## config.mk

```make
export PLATFORM = sky130hd
export DESIGN_NAME = edge_capture_n
export DESIGN_NICKNAME = d
export VERILOG_FILES = /design/src/rtl/edge_capture_pkg.sv /design/src/rtl/edge_sat_counter.sv /design/src/rtl/edge_capture_n.sv
export SDC_FILE = /design/constraint.sdc
export NUM_CORES = 1
export LEC_CHECK = 0
export ABC_AREA = 1
export CORE_UTILIZATION = 35
export DETAILED_ROUTE_END_ITERATION = 6
export SLEW_MARGIN = 40
export SYNTH_ARGS = -nofsm -noshare
export SYNTH_HDL_FRONTEND = slang
export SYNTH_SLANG_ARGS = --single-unit
```

## constraint.sdc

```tcl
create_clock -name clk_i -period 5.1 [get_ports clk_i]
set_input_delay 1.53 -clock clk_i [delete_from_list [all_inputs] [get_ports clk_i]]
set_output_delay 1.53 -clock clk_i [all_outputs]
set_load 0.005 [all_outputs]
```

## src/rtl/edge_capture_pkg.sv

```systemverilog
// -----------------------------------------------------------------------------
// edge_capture_pkg
//   Shared types and helpers for the edge_capture_n block.
//
//   Contents:
//     edge_mode_e  - run-time edge polarity select
//     popcount     - set-bit count of a vector (zero-extended to POP_MAX_W)
//
//   The package has no ports.
// -----------------------------------------------------------------------------
package edge_capture_pkg;

  // Edge polarity encoding as seen on the mode input.
  typedef enum logic [1:0] {
    EDGE_RISE = 2'b00,
    EDGE_FALL = 2'b01,
    EDGE_BOTH = 2'b10,
    EDGE_OFF  = 2'b11
  } edge_mode_e;

  // popcount works on a fixed wide vector. Callers zero-extend their
  // WIDTH-bit vector with a size cast, so any WIDTH up to POP_MAX_W works.
  localparam int unsigned POP_MAX_W = 256;
  localparam int unsigned POP_CNT_W = 9;   // holds 0..256

  // Number of bits set in vec_i.
  function automatic logic [POP_CNT_W-1:0] popcount(input logic [POP_MAX_W-1:0] vec_i);
    logic [POP_CNT_W-1:0] acc;
    acc = '0;
    for (int i = 0; i < int'(POP_MAX_W); i++) begin
      acc = acc + POP_CNT_W'(vec_i[i]);
    end
    return acc;
  endfunction

endpackage : edge_capture_pkg

```

## src/rtl/edge_sat_counter.sv

```systemverilog
// -----------------------------------------------------------------------------
// edge_sat_counter
//   CNT_W-bit accumulator that adds inc_i every clock, optionally restarting
//   from zero (clr_i), and clamps at the all-ones value. Once clamped it holds
//   until cleared.
//
//   Ports:
//     clk_i     in   1      clock, posedge
//     resetn_i  in   1      asynchronous active-low reset
//     clr_i     in   1      restart accumulation from zero this cycle
//     inc_i     in   CNT_W  amount to add this cycle
//     cnt_o     out  CNT_W  registered count
// -----------------------------------------------------------------------------
module edge_sat_counter #(
  parameter int unsigned CNT_W = 16
) (
  input  logic             clk_i,
  input  logic             resetn_i,
  input  logic             clr_i,
  input  logic [CNT_W-1:0] inc_i,
  output logic [CNT_W-1:0] cnt_o
);

  logic [CNT_W-1:0] cnt_q;
  logic [CNT_W-1:0] cnt_d;
  logic [CNT_W-1:0] base_s;
  logic [CNT_W:0]   sum_s;

  // Next count: the add is one bit wider, so its carry-out flags saturation.
  always_comb begin
    base_s = '0;
    sum_s  = '0;
    cnt_d  = cnt_q;
    if (clr_i) begin
      base_s = '0;
    end else begin
      base_s = cnt_q;
    end
    sum_s = {1'b0, base_s} + {1'b0, inc_i};
    if (sum_s[CNT_W]) begin
      cnt_d = '1;
    end else begin
      cnt_d = sum_s[CNT_W-1:0];
    end
  end

  // Count register.
  always_ff @(posedge clk_i or negedge resetn_i) begin
    if (!resetn_i) begin
      cnt_q <= '0;
    end else begin
      cnt_q <= cnt_d;
    end
  end

  assign cnt_o = cnt_q;

endmodule : edge_sat_counter

```

## src/rtl/edge_capture_n.sv

```systemverilog
// -----------------------------------------------------------------------------
// edge_capture_n
//   WIDTH-channel edge detector with run-time polarity select, sticky
//   per-channel capture bits with clear, a saturating total-event counter and
//   a summary interrupt.
//
//   Ports:
//     clk_i      in   1      clock, all state on posedge
//     resetn_i   in   1      asynchronous active-low reset
//     in_i       in   WIDTH  monitored signals
//     mode_i     in   2      00 rising, 01 falling, 10 both, 11 disabled
//     clr_i      in   WIDTH  per-channel capture clear
//     cnt_clr_i  in   1      event counter clear
//     pedge_o    out  WIDTH  registered one-cycle edge pulses
//     cap_o      out  WIDTH  sticky capture bits
//     cnt_o      out  CNT_W  saturating total edge count
//     irq_o      out  1      OR of cap_o
//
//   Build option:
//     EDGE_CAPTURE_SYNC_EN - when defined, in_i passes through a 2-flop
//     synchroniser per bit; edge pulses then appear 3 cycles after the input
//     change and detection is held off for 3 posedges after reset release.
//
//   Parameter constraint: 2**CNT_W-1 >= WIDTH (a full-width event must fit in
//   the counter increment), and WIDTH <= 256.
// -----------------------------------------------------------------------------
module edge_capture_n
  import edge_capture_pkg::*;
#(
  parameter int unsigned WIDTH = 8,
  parameter int unsigned CNT_W = 16
) (
  input  logic             clk_i,
  input  logic             resetn_i,
  input  logic [WIDTH-1:0] in_i,
  input  logic [1:0]       mode_i,
  input  logic [WIDTH-1:0] clr_i,
  input  logic             cnt_clr_i,
  output logic [WIDTH-1:0] pedge_o,
  output logic [WIDTH-1:0] cap_o,
  output logic [CNT_W-1:0] cnt_o,
  output logic             irq_o
);

  // Number of posedges after reset release before edges are reported. With
  // the synchroniser the pipeline must fill before prev holds real data.
`ifdef EDGE_CAPTURE_SYNC_EN
  localparam int unsigned PRIME_CYC = 3;
`else
  localparam int unsigned PRIME_CYC = 1;
`endif

  logic [WIDTH-1:0] din_s;       // input as seen by the edge logic
  logic [WIDTH-1:0] prev_q;
  logic [WIDTH-1:0] pedge_q;
  logic [WIDTH-1:0] cap_q;
  logic [WIDTH-1:0] cap_d;
  logic [WIDTH-1:0] raw_s;
  logic [WIDTH-1:0] ev_s;
  logic             primed_q;
  logic             primed_d;
  logic [1:0]       prime_cnt_q;
  logic [1:0]       prime_cnt_d;
  logic [CNT_W-1:0] inc_s;
  edge_mode_e       mode_s;

`ifdef EDGE_CAPTURE_SYNC_EN
  logic [WIDTH-1:0] sync1_q;
  logic [WIDTH-1:0] sync2_q;

  // Two-flop synchroniser per channel.
  always_ff @(posedge clk_i or negedge resetn_i) begin
    if (!resetn_i) begin
      sync1_q <= '0;
      sync2_q <= '0;
    end else begin
      sync1_q <= in_i;
      sync2_q <= sync1_q;
    end
  end

  assign din_s = sync2_q;
`else
  assign din_s = in_i;
`endif

  // Priming: count posedges since reset release, then stick at primed.
  always_comb begin
    prime_cnt_d = prime_cnt_q;
    primed_d    = primed_q;
    if (!primed_q) begin
      if (prime_cnt_q == 2'(PRIME_CYC - 1)) begin
        primed_d = 1'b1;
      end else begin
        prime_cnt_d = prime_cnt_q + 2'd1;
      end
    end else begin
      primed_d = 1'b1;
    end
  end

  // Raw edge detection for the currently selected polarity, gated by primed.
  always_comb begin
    mode_s = edge_mode_e'(mode_i);
    raw_s  = '0;
    case (mode_s)
      EDGE_RISE: raw_s = din_s & ~prev_q;
      EDGE_FALL: raw_s = ~din_s & prev_q;
      EDGE_BOTH: raw_s = din_s ^ prev_q;
      EDGE_OFF:  raw_s = '0;
      default:   raw_s = '0;
    endcase
    ev_s = raw_s & {WIDTH{primed_q}};
  end

  // Sticky capture: a new event on a bit wins over its clear.
  always_comb begin
    cap_d = (cap_q & ~clr_i) | ev_s;
  end

  // Edge-detector state: previous input, pulse output, capture bits, priming.
  always_ff @(posedge clk_i or negedge resetn_i) begin
    if (!resetn_i) begin
      prev_q      <= '0;
      pedge_q     <= '0;
      cap_q       <= '0;
      primed_q    <= 1'b0;
      prime_cnt_q <= 2'd0;
    end else begin
      prev_q      <= din_s;
      pedge_q     <= ev_s;
      cap_q       <= cap_d;
      primed_q    <= primed_d;
      prime_cnt_q <= prime_cnt_d;
    end
  end

  // Events this cycle; fits in CNT_W by the parameter constraint.
  assign inc_s = CNT_W'(popcount(POP_MAX_W'(ev_s)));

  edge_sat_counter #(
    .CNT_W (CNT_W)
  ) u_cnt (
    .clk_i    (clk_i),
    .resetn_i (resetn_i),
    .clr_i    (cnt_clr_i),
    .inc_i    (inc_s),
    .cnt_o    (cnt_o)
  );

  assign pedge_o = pedge_q;
  assign cap_o   = cap_q;
  assign irq_o   = |cap_q;

endmodule : edge_capture_n

```

==> impl_metrics.ini <==
[run_status]
status = finished, final reports clean

[critical_path]
worst-path-stages = 18
r2r_cells = 16
path_delay_family = adder cells
critical_path.n_buffers_inverters = 5
cp-end-kind = flip-flop
timing.critical_path.slowest_cell_delay_ps = 530
cp-start-kind = primary input
critPathSlowestCell = sky130_fd_sc_hd__fa_1
cp_max_fo = 5
timing.critical_path.required_ps = 5280
crit_top_cell = sky130_fd_sc_hd__fa_1
arrival_ps = 5150
critical_path.cell_chain = dlygate4sd2_1 > inv_1 > ha_1 > a21oi_2 > a21oi_2 > nor2_2 > fa_1 > inv_2 > fa_1 > fa_1 > fa_2 > inv_2 > fa_2 > nand3_4 > nand3_4 > nand4_4 > buf_6 > nand3_2
criticalPathCategory = primary input to flip-flop

[power_and_ir_drop]
power.ir.vdd_worst_uv = 125
reported_leakage_power_nw = 1.91
powerDensity_nw_per_um2 = 287

[synthesis]
postSynthNetCount = 350
postSynth.asyncResetShare_pct = 100
mappedNetlistArea_um2 = 2590
postSynthCellCount = 301
netlist.area_leader.share_pct = 41.5
synth.distinct_cells = 33
synth-edff-count = 0
top_post_synthesis_cells_by_area = sky130_fd_sc_hd__dfrtp_1 (41%), sky130_fd_sc_hd__ha_1 (11%), sky130_fd_sc_hd__inv_1 (8.7%)
synth-seq-cells = 43
yosys.area.top_type = sky130_fd_sc_hd__dfrtp_1
ys.flop_type = sky130_fd_sc_hd__dfrtp_1
sequential_fraction_of_the_synthesis_area_pct = 41.5
yosys_warnings = 0
syn_avg_cell_area_um2 = 8.62

[timing]
period_needed_ps = 4970
grt_setup_unrepaired = false
report.final.hold_viol_count = 0
hold_ws_ps = 484
finalSetupTns_ps = 0
tightest_pin_transition_ps = 548
finalSetupViolCount = 0
fin_skew_ps = 5.61
slew_headroom_pct = 63.4
clock.fmax_mhz = 201
final_max_slew_viols = 0
period_share_pct = 97.4

[clock_tree]
cts-root-to-sink-buffers = 2
cts.sink_count = 43
cts_tree = yes
cts_inserted_buffers = 5
clock_latency_ps = 300
worst_setup_hold_path_clk_slew_ps = 80
clock_tree.root_cell = sky130_fd_sc_hd__clkbuf_8
cts-htree-levels = 2

[final_layout]
layout-area-overhead-vs-synth_pct = 42.8
multiInputGateArea_um2 = 1320
final_layout_size_suffix_gt1_share_pct = 23.1
seqCellArea_um2 = 1080
final_net_count = 442
fillerInstances = 696
mostFrequentLayoutCell = sky130_fd_sc_hd__inv_1
most-common-layout-cells = sky130_fd_sc_hd__inv_1 (58), sky130_fd_sc_hd__clkdlybuf4s50_1 (47), sky130_fd_sc_hd__dfrtp_1 (43), sky130_fd_sc_hd__nand2_1 (42), sky130_fd_sc_hd__buf_4 (36)

[route]
wl_per_cell_um = 12.5
detailroute.via_count = 2271
first_drt_pass_iteration_count = 4
drt-initial-drc-count = 58
detail_route.wirelength_um = 6160
via_per_inst = 4.60
route.detailed.drc = 0
antenna_left = 0

[worst_hold_path]
hp-class = flip-flop to flip-flop
worst_hold_path.num_cells = 1

[floorplan]
initial_utilization_pct = 36.0
row_count = 31
placeable_area_um2 = 7210
boundaryPins = 54
die_h_um = 88.1
fp.dieArea_um2 = 7760
x_dimension_of_the_die_um = 88.1

[placed_design]
portBuffers = 53
detailed_place_hpwl_um = 4600
gpl_wtd_cong = 0.868

[global_route]
grt_first_pass_wirelength_um = 10500
global_route.overflow_total = 0
grt_max_degree = 44
grt_antenna_before_repair = 1
grt_pass1_vias = 2350
global_route.usage.total_pct = 17.5

[flow_run]
timing.max_cap.violations = 0
[registers in the layout, summed over array words and instances, names as in the netlist]
signal       flops
pedge_o          8
prime_cnt_q      2
cap_o            8
u_cnt.cnt_o     16
primed_q         1
prev_q           8
[worst paths after layout]
kind / start / end / slack [ps]
worst max-delay path: in_i[0] / u_cnt.cnt_o[4] / 130
worst min-delay path: prime_cnt_q[0] / prime_cnt_q[0] / 480
worst max register to register: prev_q[0] / u_cnt.cnt_o[4] / 1250
worst min register to register: prime_cnt_q[0] / prime_cnt_q[0] / 480
max in group asynchronous: resetn_i / pedge_o[0] / 3510
min in group asynchronous: resetn_i / u_cnt.cnt_o[3] / 1210
[metrics by stage]
stage | utilization, % | power, W | worst slack, ps | cell area (µm²) | instances
floorplan | - | 0.000586 | 18.2 | 2590 | 301
CTS | 50.6 | 0.00106 | 5.16 | 3650 | 492
global route | 51.3 | 0.00114 | 10.4 | 3700 | 494
global placement | 46.9 | 0.000741 | -528 | 3390 | 474
finish | 51.3 | 0.00106 | 132 | 3700 | 494
detailed placement | 47.0 | 0.000753 | -681 | 3390 | 474
[cell families (layout without fill, tap and decap cells)]
kind of cell             after synthesis  count (layout)  share of synthesized area, %
AO/OA/AOI/OAI                         33              33                          6.61
flip-flops                            43              43                          41.5
buffers and inverters                 68             161                          11.5
AND/OR/NAND/NOR                      127             127                          24.8
other                                  0               1                             0
XOR/XNOR                               2               2                         0.675
adder cells (fa/ha/maj)               28              28                          15.0
[cells in the mapped netlist, types with 3 or more instances]
cell type,count
sky130_fd_sc_hd__a21oi_1,14
sky130_fd_sc_hd__dfrtp_1,43
sky130_fd_sc_hd__fa_1,5
sky130_fd_sc_hd__ha_1,23
sky130_fd_sc_hd__inv_1,60
sky130_fd_sc_hd__nand2_1,45
sky130_fd_sc_hd__nand2_2,3
sky130_fd_sc_hd__nand3_1,22
sky130_fd_sc_hd__nand3_2,8
sky130_fd_sc_hd__nand4_1,3
sky130_fd_sc_hd__nor2_1,32
sky130_fd_sc_hd__nor3_1,3
sky130_fd_sc_hd__o21ai_0,14
sky130_fd_sc_hd__o22ai_1,3
[per-layer routing]
layer | track usage, % | share of wire (%) | vias to the layer above
met3 | 4.24 | 5.3 | 8
met5 | 0 | 0 | -
li1 | - | - | 1135
met2 | 30.9 | 49 | 49
met4 | 4.99 | 1.1 | 0
met1 | 21.1 | 44 | 1079
[power by group]
| part | switching (W) | total [W] | internal (W) |
|---|---|---|---|
| registers | 0.0000210 | 0.000399 | 0.000378 |
| logic | 0.000178 | 0.000381 | 0.000203 |
| clock network | 0.000122 | 0.000281 | 0.000159 |
[timing repair]
item,CTS,global route
pin swaps,13,3
resized for setup,30,10
setup buffers,10,1
setup endpoints to repair,16,16
hold buffers,0,0
hold endpoints to repair,0,0
[layout make-up]
cell class              instances  share of cell area (%)
flip-flops and latches         43                    29.1
well taps                      99                    3.34
diodes                          1                  0.0676
clock buffers                   6                    2.23
clock inverters                 2                   0.946
multi-input cells             190                    35.7
repair buffers                 91                    22.2
inverters                      62                    6.42
No activity file was read; power rests on OpenSTA's default activity.
==> variant (config.mk and constraints unchanged) <==
The option `EDGE_CAPTURE_SYNC_EN` is turned on by a define.
--- a/src/rtl/edge_capture_n.sv
+++ b/src/rtl/edge_capture_n.sv
@@ -25,4 +25,6 @@
 //   the counter increment), and WIDTH <= 256.
 // -----------------------------------------------------------------------------
+`define EDGE_CAPTURE_SYNC_EN
+
 module edge_capture_n
   import edge_capture_pkg::*;
Check against the original RTL: not equivalent (a bounded check fails within 4 cycles, from zero or initial values and one cycle with resetn_i low).
==> variant against the original RTL <==
Synthesized area rose by 15%. Sequential cell count increased by 16. Total power rose by 27%. Global-route usage decreased by 1.2 points. Wire length increased by 9.1%. Final area grew 8.3%. Worst setup slack better by 0.0017 ns. First-iteration DRC count rose by 67%. Largest cell class is now sequential cells. Critical path type unchanged. Clock skew increased by 0.0079 ns.
==> variant: results <==
group,metric,value,unit
worst_setup_path,crit_path_max_incr_delay,0.56,ns
worst_setup_path,cp_max_fo,14,
global_route,grt_antenna_before_repair,0,
timing,relSlewSlack,0.582,
worst_setup_path,cp_top_family,"adder cells",
layout,clkCellAreaFrac,0.0543,
placed_design,placed_area,3730,um^2
global_route,grt_usage,0.162,
layout,n_clock_buffer,10,
placed_design,dp_hpwl,4720,um
floorplan,nWellTaps,105,
global_route,grt_max_degree,32,
layout,seq_cell_count,59,
clock_tree,clockRootBuffer,"clkbuf_8",
layout,antenna_cells,0,
placed_design,dp.cells,486,
synthesis,synth.distinct_cells,26,
synthesis,ys_seq_area_frac,0.497,
layout,fin_cells,505,
placed_design,dp_slack,-0.540,ns
power,peakVddDrop,0.162,mV
layout,drive_gt1_frac,0.188,
synthesis,synth_xor_area_frac,0.00589,
layout,seq_share,0.368,
layout,nNonClkBuffers,76,
layout,buffer_area_frac,0.176,
synthesis,synth.cells.most_frequent,"inv_1 (61), dfrtp_1 (59), nand2_1 (45), nor2_1 (27), ha_1 (23)",
clock_tree,cts.htree.levels,3,
layout,multi_input_area,1240,um^2
synthesis,yosysMostFrequentCell,"inv_1",
worst_setup_path,rr_worst_depth,19,
layout,multi_input_cells,187,
layout,n_fill_cell,791,
status,outcome,"finished, final reports clean",
placed_design,gp_congestion,0.844,
clock_tree,cts_buffers,9,
global_route,grt_pass1_vias,2300,
layout,fin_area,4010,um^2
clock_tree,clk_latency,0.35,ns
detailed_routing,routed_wl,6720,um
timing,fin_worst_skew,0.0135,ns
layout,fin_nets,444,
synthesis,syn_inst,314,
synthesis,syn-num-nets,363,
global_route,grt_pass1_wl,10700,um
power,p_leak,2.03,nW
## variant: worst paths after layout
check,startpoint,to,slack (ns)
worst min register to register,sync1_q[5],din_s[5],0.35
worst max register to register,din_s[0],u_cnt.cnt_o[6],1.00
min in group asynchronous,resetn_i,prev_q[4],1.19
max in group asynchronous,resetn_i,u_cnt.cnt_o[13],3.04
worst min-delay path,sync1_q[5],din_s[5],0.35
worst max-delay path,mode_i[0],u_cnt.cnt_o[9],0.13
## variant: report_power, final
group	switching, mW	internal [mW]
Clock	0.199	0.276
Combinational	0.161	0.181
Sequential	0.0241	0.512
Total	0.384	0.968
## variant: metal layers
metal | track usage | part of all wire
met5 | 0 | 0
met3 | 0.0413 | 0.043
met1 | 0.203 | 0.45
met2 | 0.251 | 0.48
met4 | 0.0974 | 0.026
## variant: what timing repair did
item / 4_1_cts / 5_1_grt
endpoints found under the setup margin: 16 / 16
buffers inserted: 0 / 3
resized for setup: 5 / 14
hold buffers: 0 / 0
pin swaps: 0 / 2
